===== config.mk =====
export PLATFORM = sky130hd
export DESIGN_NAME = multi_nco_gen
export DESIGN_NICKNAME = d
export VERILOG_FILES = /design/src/rtl/multi_nco_gen.sv
export SDC_FILE = /design/constraint.sdc
export NUM_CORES = 1
export LEC_CHECK = 0
export ABC_AREA = 1
export CAP_MARGIN = 10
export CORE_MARGIN = 2
export CORE_UTILIZATION = 30
export DETAILED_ROUTE_END_ITERATION = 16
export PLACE_DENSITY = 0.57
export SYNTH_ARGS = -nofsm -noshare
export SYNTH_HDL_FRONTEND = slang
export SYNTH_SLANG_ARGS = --single-unit

===== constraint.sdc =====
create_clock -name clk -period 7.7 [get_ports clk]
set_input_delay 1.155 -clock clk [delete_from_list [all_inputs] [get_ports clk]]
set_output_delay 1.155 -clock clk [all_outputs]
set_load 0.005 [all_outputs]

===== src/rtl/multi_nco_gen.sv =====
// multi_nco_gen: multi-channel NCO with per-channel step/mode/offset, wrap-synchronised reconfiguration
// and a two-stage waveform lookup producing in-phase and quadrature samples.
module multi_nco_gen #(
    parameter int N_CH    = 2,
    parameter int PHASE_W = 16,
    parameter int CH_W    = 3
) (
    input  logic                 clk,
    input  logic                 reset,
    input  logic                 enable,
    input  logic                 sync,
    input  logic                 cfg_valid,
    output logic                 cfg_ready,
    input  logic [CH_W-1:0]      cfg_ch,
    input  logic [PHASE_W-1:0]   cfg_step,
    input  logic [PHASE_W-1:0]   cfg_offset,
    input  logic [1:0]           cfg_mode,
    input  logic                 cfg_now,
    output logic [8*N_CH-1:0]    wave_out,
    output logic [8*N_CH-1:0]    quad_out,
    output logic                 out_valid
);
    localparam logic [7:0] QTAB [65] = '{
        8'd0,   8'd3,   8'd6,   8'd9,   8'd12,  8'd16,  8'd19,  8'd22,  8'd25,  8'd28,
        8'd31,  8'd34,  8'd37,  8'd40,  8'd43,  8'd46,  8'd49,  8'd51,  8'd54,  8'd57,
        8'd60,  8'd63,  8'd65,  8'd68,  8'd71,  8'd73,  8'd76,  8'd78,  8'd81,  8'd83,
        8'd85,  8'd88,  8'd90,  8'd92,  8'd94,  8'd96,  8'd98,  8'd100, 8'd102, 8'd104,
        8'd106, 8'd107, 8'd109, 8'd111, 8'd112, 8'd113, 8'd115, 8'd116, 8'd117, 8'd118,
        8'd120, 8'd121, 8'd122, 8'd122, 8'd123, 8'd124, 8'd125, 8'd125, 8'd126, 8'd126,
        8'd126, 8'd127, 8'd127, 8'd127, 8'd127
    };

    // Quarter-wave table mirrored across k=64 and negated for the second half-cycle.
    function automatic logic [7:0] shape(input logic [7:0] k, input logic [1:0] m);
        logic [7:0] a;
        a = QTAB[k[6] ? 7'd64 - {1'b0, k[5:0]} : {1'b0, k[5:0]}];
        return m == 2'd0 ? (k[7] ? 8'd128 - a : 8'd128 + a) :
               m == 2'd1 ? (k[7] ? 8'd1 : 8'd255) :
               m == 2'd2 ? (k[7] ? ~{k[6:0], 1'b0} : {k[6:0], 1'b1}) : k;
    endfunction

    logic v1;

    assign cfg_ready = reset;

    always_ff @(posedge clk or negedge reset) begin
        if (!reset) begin
            v1        <= 1'b0;
            out_valid <= 1'b0;
        end else begin
            v1        <= enable;
            out_valid <= enable & v1;
        end
    end

    for (genvar c = 0; c < N_CH; c++) begin : g_ch
        logic [PHASE_W-1:0] phase, step, offset, p_step, p_offset;
        logic [1:0]         mode, p_mode, m1;
        logic               pend, hit, wrap;
        logic [7:0]         k1, w, q;
        logic [PHASE_W:0]   sum;

        assign sum  = {1'b0, phase} + {1'b0, step};
        // Carry for positive steps, absence of carry (borrow) for negative ones.
        assign wrap = enable & ~sync & (sum[PHASE_W] ^ step[PHASE_W-1]);
        assign hit  = cfg_valid & cfg_ready & (cfg_ch == CH_W'(c));

        always_ff @(posedge clk or negedge reset) begin
            if (!reset) begin
                phase    <= '0;
                step     <= '0;
                offset   <= '0;
                mode     <= '0;
                p_step   <= '0;
                p_offset <= '0;
                p_mode   <= '0;
                pend     <= 1'b0;
                k1       <= '0;
                m1       <= '0;
                w        <= '0;
                q        <= '0;
            end else begin
                if (sync)
                    phase <= offset;
                else if (enable)
                    phase <= sum[PHASE_W-1:0];
                if (hit && cfg_now) begin
                    step   <= cfg_step;
                    mode   <= cfg_mode;
                    offset <= cfg_offset;
                    pend   <= 1'b0;
                end else begin
                    if (wrap && pend) begin
                        step   <= p_step;
                        mode   <= p_mode;
                        offset <= p_offset;
                    end
                    if (hit) begin
                        p_step   <= cfg_step;
                        p_mode   <= cfg_mode;
                        p_offset <= cfg_offset;
                        pend     <= 1'b1;
                    end else if (wrap)
                        pend <= 1'b0;
                end
                if (enable) begin
                    k1 <= phase[PHASE_W-1 -: 8];
                    m1 <= mode;
                    w  <= shape(k1, m1);
                    q  <= shape(k1 + 8'd64, m1);
                end
            end
        end

        assign wave_out[8*c +: 8] = w;
        assign quad_out[8*c +: 8] = q;
    end
endmodule

==> results of run 1 <==
-- cell usage in the layout (no fill, tap or decap), types with 14 or more instances in the layout --
cell type / instances
a21oi_1: 200
xor2_1: 23
o21ai_0: 165
nand3_1: 219
o21ai_1: 17
xnor2_1: 14
clkdlybuf4s50_1: 74
o211ai_1: 17
clkbuf_16: 24
a22oi_1: 20
nand2_2: 19
inv_1: 137
ha_1: 61
dfrtp_1: 224
nand2_1: 568
nor2_1: 237
-- power groups by stage --
stage               Combinational, mW  Sequential [mW]  Clock, mW
CTS                              5.19             2.09       1.32
global route                     5.96             2.16       1.36
floorplan                        4.18             1.89          0
global placement                 5.09             2.10          0
detailed placement               5.16             2.11          0
finish                           5.22             2.09       1.29
-- metrics by stage --
stage                      util  power (mW)
after floorplan               -        6.07
after global placement    0.326        7.19
after detailed placement  0.326        7.27
after CTS                 0.343        8.59
after global routing      0.344        9.48
final                     0.344        8.60
-- cell families after synthesis --
logic type / synth area share
buffers and inverters: 0.0788
AND/OR/NAND/NOR: 0.310
flip-flops: 0.368
AO/OA/AOI/OAI: 0.169
XOR/XNOR: 0.0213
adder cells (fa/ha/maj): 0.0528
-- critical path, delay by kind of cell (launching register included) --
family                     cells  cell delay [ns]
AOI/OAI and AO/OA              2             0.52
DFF                            1             0.61
buffers and inverters          3             0.89
adders and majority gates      3             1.05
and+or+nand+nor               12             0.99
-- how the worst min path moves through the flow --
stage / start / to / cells after the start
floorplan: v1 / out_valid / 2
global placement: v1 / out_valid / 2
detailed placement: v1 / out_valid / 2
CTS: v1 / out_valid / 2
global route: v1 / out_valid / 2
finish: v1 / out_valid / 2
-- layer usage --
metal / GRT usage / share of wire / routed length (um)
met1: 0.246 / 0.50 / 21800
met2: 0.258 / 0.43 / 19100
met3: 0.0188 / 0.052 / 2270
met4: 0.0310 / 0.018 / 772
met5: 0 / 0 / 0
-- area by class of cell --
cell class                 instances  share of cell area
clock buffer                      33              0.0414
timing repair buffer              90              0.0509
multi-input combinational       1667               0.490
clock inverter                    11              0.0104
tap                              672              0.0488
inverter                         153              0.0336
sequential                       224               0.325
-- sequential cells by signal (all words and copies together) (netlist names) --
signal,cells
g_ch.offset,32
g_ch.q,16
g_ch.p_step,32
g_ch.m1,4
g_ch.phase,32
g_ch.p_offset,32
g_ch.pend,2
v1,1
g_ch.w,16
g_ch.step,32
out_valid,1
g_ch.p_mode,4
g_ch.mode,4
g_ch.k1,16
==> metrics.md, run 1 <==
| Metric | Value |
|---|---|
| Clock slew at reported path FFs | 0.07 ns |
| Rows | 82 |
| Critical path launch point type | flip-flop |
| Clock sink count | 224 |
| Critical path endpoint category | flip-flop |
| Antenna viol nets, final | 0 |
| PostCTS Resize Cnt | 0 |
| Clk_skew | 0.0207 ns |
| GR Overflow Total | 0 |
| YS warnings | 0 |
| Final Hold Viols | 0 |
| Vias per inst | 5.05 |
| EDFF count, synth | 0 |
| Initial antenna violation count | 0 |
| Largest net degree at the start of global routing | 83 |
| Clock group share of total power | 0.150 |
| Reg-to-reg endpoint | g_ch[1].q[6] |
| Run status | completed |
| Placed inst area | 16,300 um^2 |
| Worst-Margin Slew | 0.870 ns |
| Area Overhead vs Synth | 13.3% |
| Distinct cells, synth | 54 |
| Flop pwr share | 0.243 |
| Fin crit share | 0.537 |
| Net Sw Frac | 0.498 |
| Synth area leader | dfrtp_1 |
| RSZ-0062 raised after global routing | no |
| Number of buffers added on ports | 76 |
| TritonCTS clock tree | done |
| Setup repair bufs after CTS | 0 |
| Setup TNS | 0 ns |
| Number of max-cap violations | 0 |
| Core outline area | 50,200 um^2 |
| Detailed Route Iter0 Violations | 1,205 |
| Post-Layout Cell Count | 2,850 |
| Max incr delay on CP | 0.61 ns |
| Post-synth top cells | 569 x nand2_1, 238 x nor2_1, 224 x dfrtp_1 |
| WP data required | 8.15 ns |
| Switch Pwr | 4.28 mW |
| CTS max path bufs | 3 |
| Max-slew headroom | 0.420 |
| Die width | 229 um |
| Yosys reg bits | 224 |
| FFs w/ async S/R, synth | 1.00 |
| Critical Path End | g_ch[1].q[6] |
| Comb power frac | 0.607 |
| Worst R2R Start | g_ch[1].k1[0] |
| Sequential fraction of the synthesis area | 0.368 |
| Crit path launch | g_ch[1].k1[0] |
| Area contributors post-synth | dfrtp_1 37%, nand2_1 14%, nand3_1 7.3%, a21oi_1 6.6%, nor2_1 5.9% |
| Vias in the first global route | 13,400 |
| Min Clock Period, post-route | 4.13 ns |
| Cell area after synthesis | 15,200 um^2 |
| Power Density | 499 nW/um^2 |
| Post-CTS Hold Buffers | 0 |
| Design Area, Final | 17,200 um^2 |
| DP HPWL | 31,000 um |
| Worst hold slack | 0.434 ns |
| Mapped Cells | 2,154 |
| # DRC | 0 |
| Mean Syn Cell Area | 7.07 um^2 |
| Peak VDD IR | 0.162 mV |
| Syn_nets | 2,260 |
| Leakage | 8.18 nW |
| Starting Density | 0.303 |
| CTS H-Tree Depth | 1 |
| GRT Util Overall | 0.165 |
| PnR worst setup slack | 3.57 ns |
| R2R cell count | 20 |
| First-pass GRT wire length | 72,000 um |
| Critical path fanouts, max | 18 |
| Internal Power | 4.32 mW |
| Layout cells sized above 1 | 0.0638 |
| Ports | 77 |
| Cells after DPL | 2,805 |
| Post-synth top area share | 0.368 |
| Final Slew Violations | 0 |
| CP arrival | 4.58 ns |
| Setup slack, reg-to-reg | 3.57 ns |
| Drt pass-1 iters | 5 |
| Die footprint | 52,600 um^2 |
| Total Wirelength | 43,900 um |
| CTS buffer count | 24 |
| Register area | 5610 um^2 |
| Antenna diode count | 0 |
| Area of the multi-input gates | 8450 um^2 |
| Final #Nets | 2,266 |
| Dpl ws | 3.21 ns |
| Worst path slowest cell | dfrtp_1 |
| Final estimated routing congestion in global placement | 0.882 |
| Vias | 14,400 |
| Routed WL per cell | 15.4 um |
| Fmax | 0.242 GHz |
| Top-count cell post-synth | nand2_1 |
| Tightest Hold Check Type | flip-flop to flip-flop |
| Crit path cell chain | clkinv_1 -> ha_1 -> o21ai_2 -> inv_1 -> ha_1 -> inv_1 -> nand2_1 -> nand2_1 -> nor2_1 -> nor2_1 -> nand3_1 -> nand2_1 -> nor2_2 -> ha_1 -> nand2_1 -> nand2_1 -> nand2_1 -> nand2_1 -> nand3_1 -> a21oi_1 |
| Final setup vio count | 0 |
| Number of fillers in the final layout | 5,349 |
| Type of the worst setup path | flip-flop to flip-flop |
| Critical path's most frequent cell | nand2_1 |
| Die span in y | 229 um |
| Worst-skew pair later-pin latency | 0.54 ns |
| Top_reg_cell synth | dfrtp_1 |
| Root buffer cell | clkbuf_16 |
(Power assumes the default switching activity.)
==> run 2, diff against run 1 <==
==> constraint.sdc (replaced) <==
create_clock -name clk -period 3.9 [get_ports clk]
set_input_delay 0.585 -clock clk [delete_from_list [all_inputs] [get_ports clk]]
set_output_delay 0.585 -clock clk [all_outputs]
set_load 0.005 [all_outputs]
==> metrics.md, run 2 (same netlist as run 1, synthesis figures left out) <==
| Metric | Value |
|---|---|
| Max-slew headroom | 0.348 |
| Root buffer cell | clkbuf_16 |
| Layout cells sized above 1 | 0.0676 |
| CTS H-Tree Depth | 1 |
| Number of buffers added on ports | 76 |
| Largest net degree at the start of global routing | 139 |
| Leakage | 8.29 nW |
| M2 GR Usage | 0.255 |
| Vias per inst | 4.98 |
| Most common cell after layout, fill and taps aside | nand2_1 |
| Most frequent cells in the layout | 568 x nand2_1, 237 x nor2_1, 224 x dfrtp_1, 219 x nand3_1, 200 x a21oi_1 |
| Internal Power | 8.79 mW |
| Met3 Use GR | 0.0215 |
| Routed WL per cell | 15.2 um |
| Final setup vio count | 0 |
| Clock sink count | 224 |
| Vias | 14,200 |
| Fmax | 0.304 GHz |
| DP HPWL | 31,200 um |
| WP data required | 4.33 ns |
| PostCTS Resize Cnt | 0 |
| Die width | 229 um |
| Fin crit share | 0.844 |
| Initial antenna violation count | 0 |
| Comb power frac | 0.603 |
| Die footprint | 52,600 um^2 |
| Final Hold Viols | 0 |
| Min Clock Period, post-route | 3.29 ns |
| GRT Util Overall | 0.166 |
| CTS buffer count | 25 |
| Antenna viol nets, final | 0 |
| Clock slew at reported path FFs | 0.06 ns |
| Tightest Hold Check Type | input pin to async pin |
| Total Wirelength | 43,500 um |
| Number of max-cap violations | 0 |
| Clock group share of total power | 0.162 |
| Most used routing layer | met2 |
| Final Slew Violations | 0 |
| TritonCTS clock tree | done |
| Run status | completed |
| Final core occ | 0.347 |
| Critical path fanouts, max | 21 |
| Critical path endpoint category | flip-flop |
| CP arrival | 3.72 ns |
| Drt pass-1 iters | 5 |
| CTS max path bufs | 3 |
| Detailed Route Iter0 Violations | 1,241 |
| Worst-skew pair later-pin latency | 0.56 ns |
| Vias in the first global route | 13,500 |
| Peak VDD IR | 0.443 mV |
| Area Overhead vs Synth | 14.4% |
| Final #Nets | 2,277 |
| Setup TNS | 0 ns |
| Flop pwr share | 0.236 |
| Starting Density | 0.303 |
| Core outline area | 50,200 um^2 |
| Clk_skew | 0.0174 ns |
| Met1 usage | 0.248 |
| RSZ-0062 raised after global routing | no |
| Antenna diode count | 0 |
| Type of the worst setup path | flip-flop to flip-flop |
| Worst-Margin Slew | 0.977 ns |
| Die span in y | 229 um |
| Final estimated routing congestion in global placement | 0.885 |
| Ports | 77 |
| Power Density | 987 nW/um^2 |
| Switch Pwr | 8.41 mW |
| Rows | 82 |
| First-pass GRT wire length | 72,300 um |
| # DRC | 0 |
| GR Overflow Total | 0 |
| Critical path launch point type | flip-flop |
| Net Sw Frac | 0.489 |
run 2: metrics by stage:
step | instance area (um^2) | std cells | worst slack (ns) | total power [mW] | hold slack (ns)
2_1_floorplan | 15200 | 2154 | 0.508 | 12.0 | 0.289
3_3_place_gp | 16400 | 2815 | 0.684 | 14.3 | 0.411
3_5_place_dp | 16400 | 2815 | 0.621 | 14.4 | 0.420
4_1_cts | 17400 | 2860 | 0.599 | 17.2 | 0.414
5_1_grt | 17400 | 2860 | 0.189 | 19.0 | 0.432
6_report | 17400 | 2860 | 0.608 | 17.2 | 0.433
run 2: final timing paths:
| kind | from | end | slack [ns] | cells after the start |
|---|---|---|---|---|
| worst max-delay path | g_ch[1].k1[6] | g_ch[1].w[4] | 0.61 | 15 |
| worst min-delay path | reset | g_ch[0].p_offset[6] | 0.43 | 2 |
| worst max register to register | g_ch[1].k1[6] | g_ch[1].w[4] | 0.61 | 15 |
| worst min register to register | v1 | out_valid | 0.44 | 2 |
| max in group asynchronous | reset | g_ch[1].phase[11] | 2.27 | 3 |
| min in group clk | v1 | out_valid | 0.44 | 2 |
run 2: power by group through the flow:
stage	Clock, mW	Sequential [mW]	Combinational, mW
after floorplan	0	3.73	8.26
after global placement	0	4.07	10.2
after detailed placement	0	4.09	10.3
after CTS	2.85	4.06	10.3
after global routing	2.94	4.19	11.9
final	2.78	4.05	10.4
run 2: cell type report:
| cell class | count | area (um^2) |
|---|---|---|
| well taps | 672 | 841 |
| inverters | 153 | 579 |
| clock buffers | 29 | 671 |
| flip-flops and latches | 224 | 5610 |
| repair buffers | 100 | 981 |
| multi-input cells | 1667 | 8450 |
| clock inverters | 15 | 290 |
| fillers | 5337 | 32800 |
run 2: what timing repair did:
item	in CTS	in global routing
setup buffers	0	0
hold buffers	1	0
hold endpoints to repair	12	0
run 2: critical path: stages (launching register included):
cell and delay, ns:
dfrtp_1 0.83, inv_2 0.36, nand2_1 0.13, nand2_1 0.42, nand3_1 0.25, nand2_1 0.08, nand2_1 0.06, nand2_1 0.07
nor2_2 0.14, ha_1 0.19, nand4_1 0.12, or2_1 0.24, nand2_1 0.06, nand2_1 0.06, nand3_1 0.07, a21oi_1 0.06
run 2: layer usage:
metal  wire length, um  vias to the layer above
met5                 0                        -
met4               802                        0
met3              1960                       58
met2             18700                      328
met1             22100                     6694
li1                  -                     7169
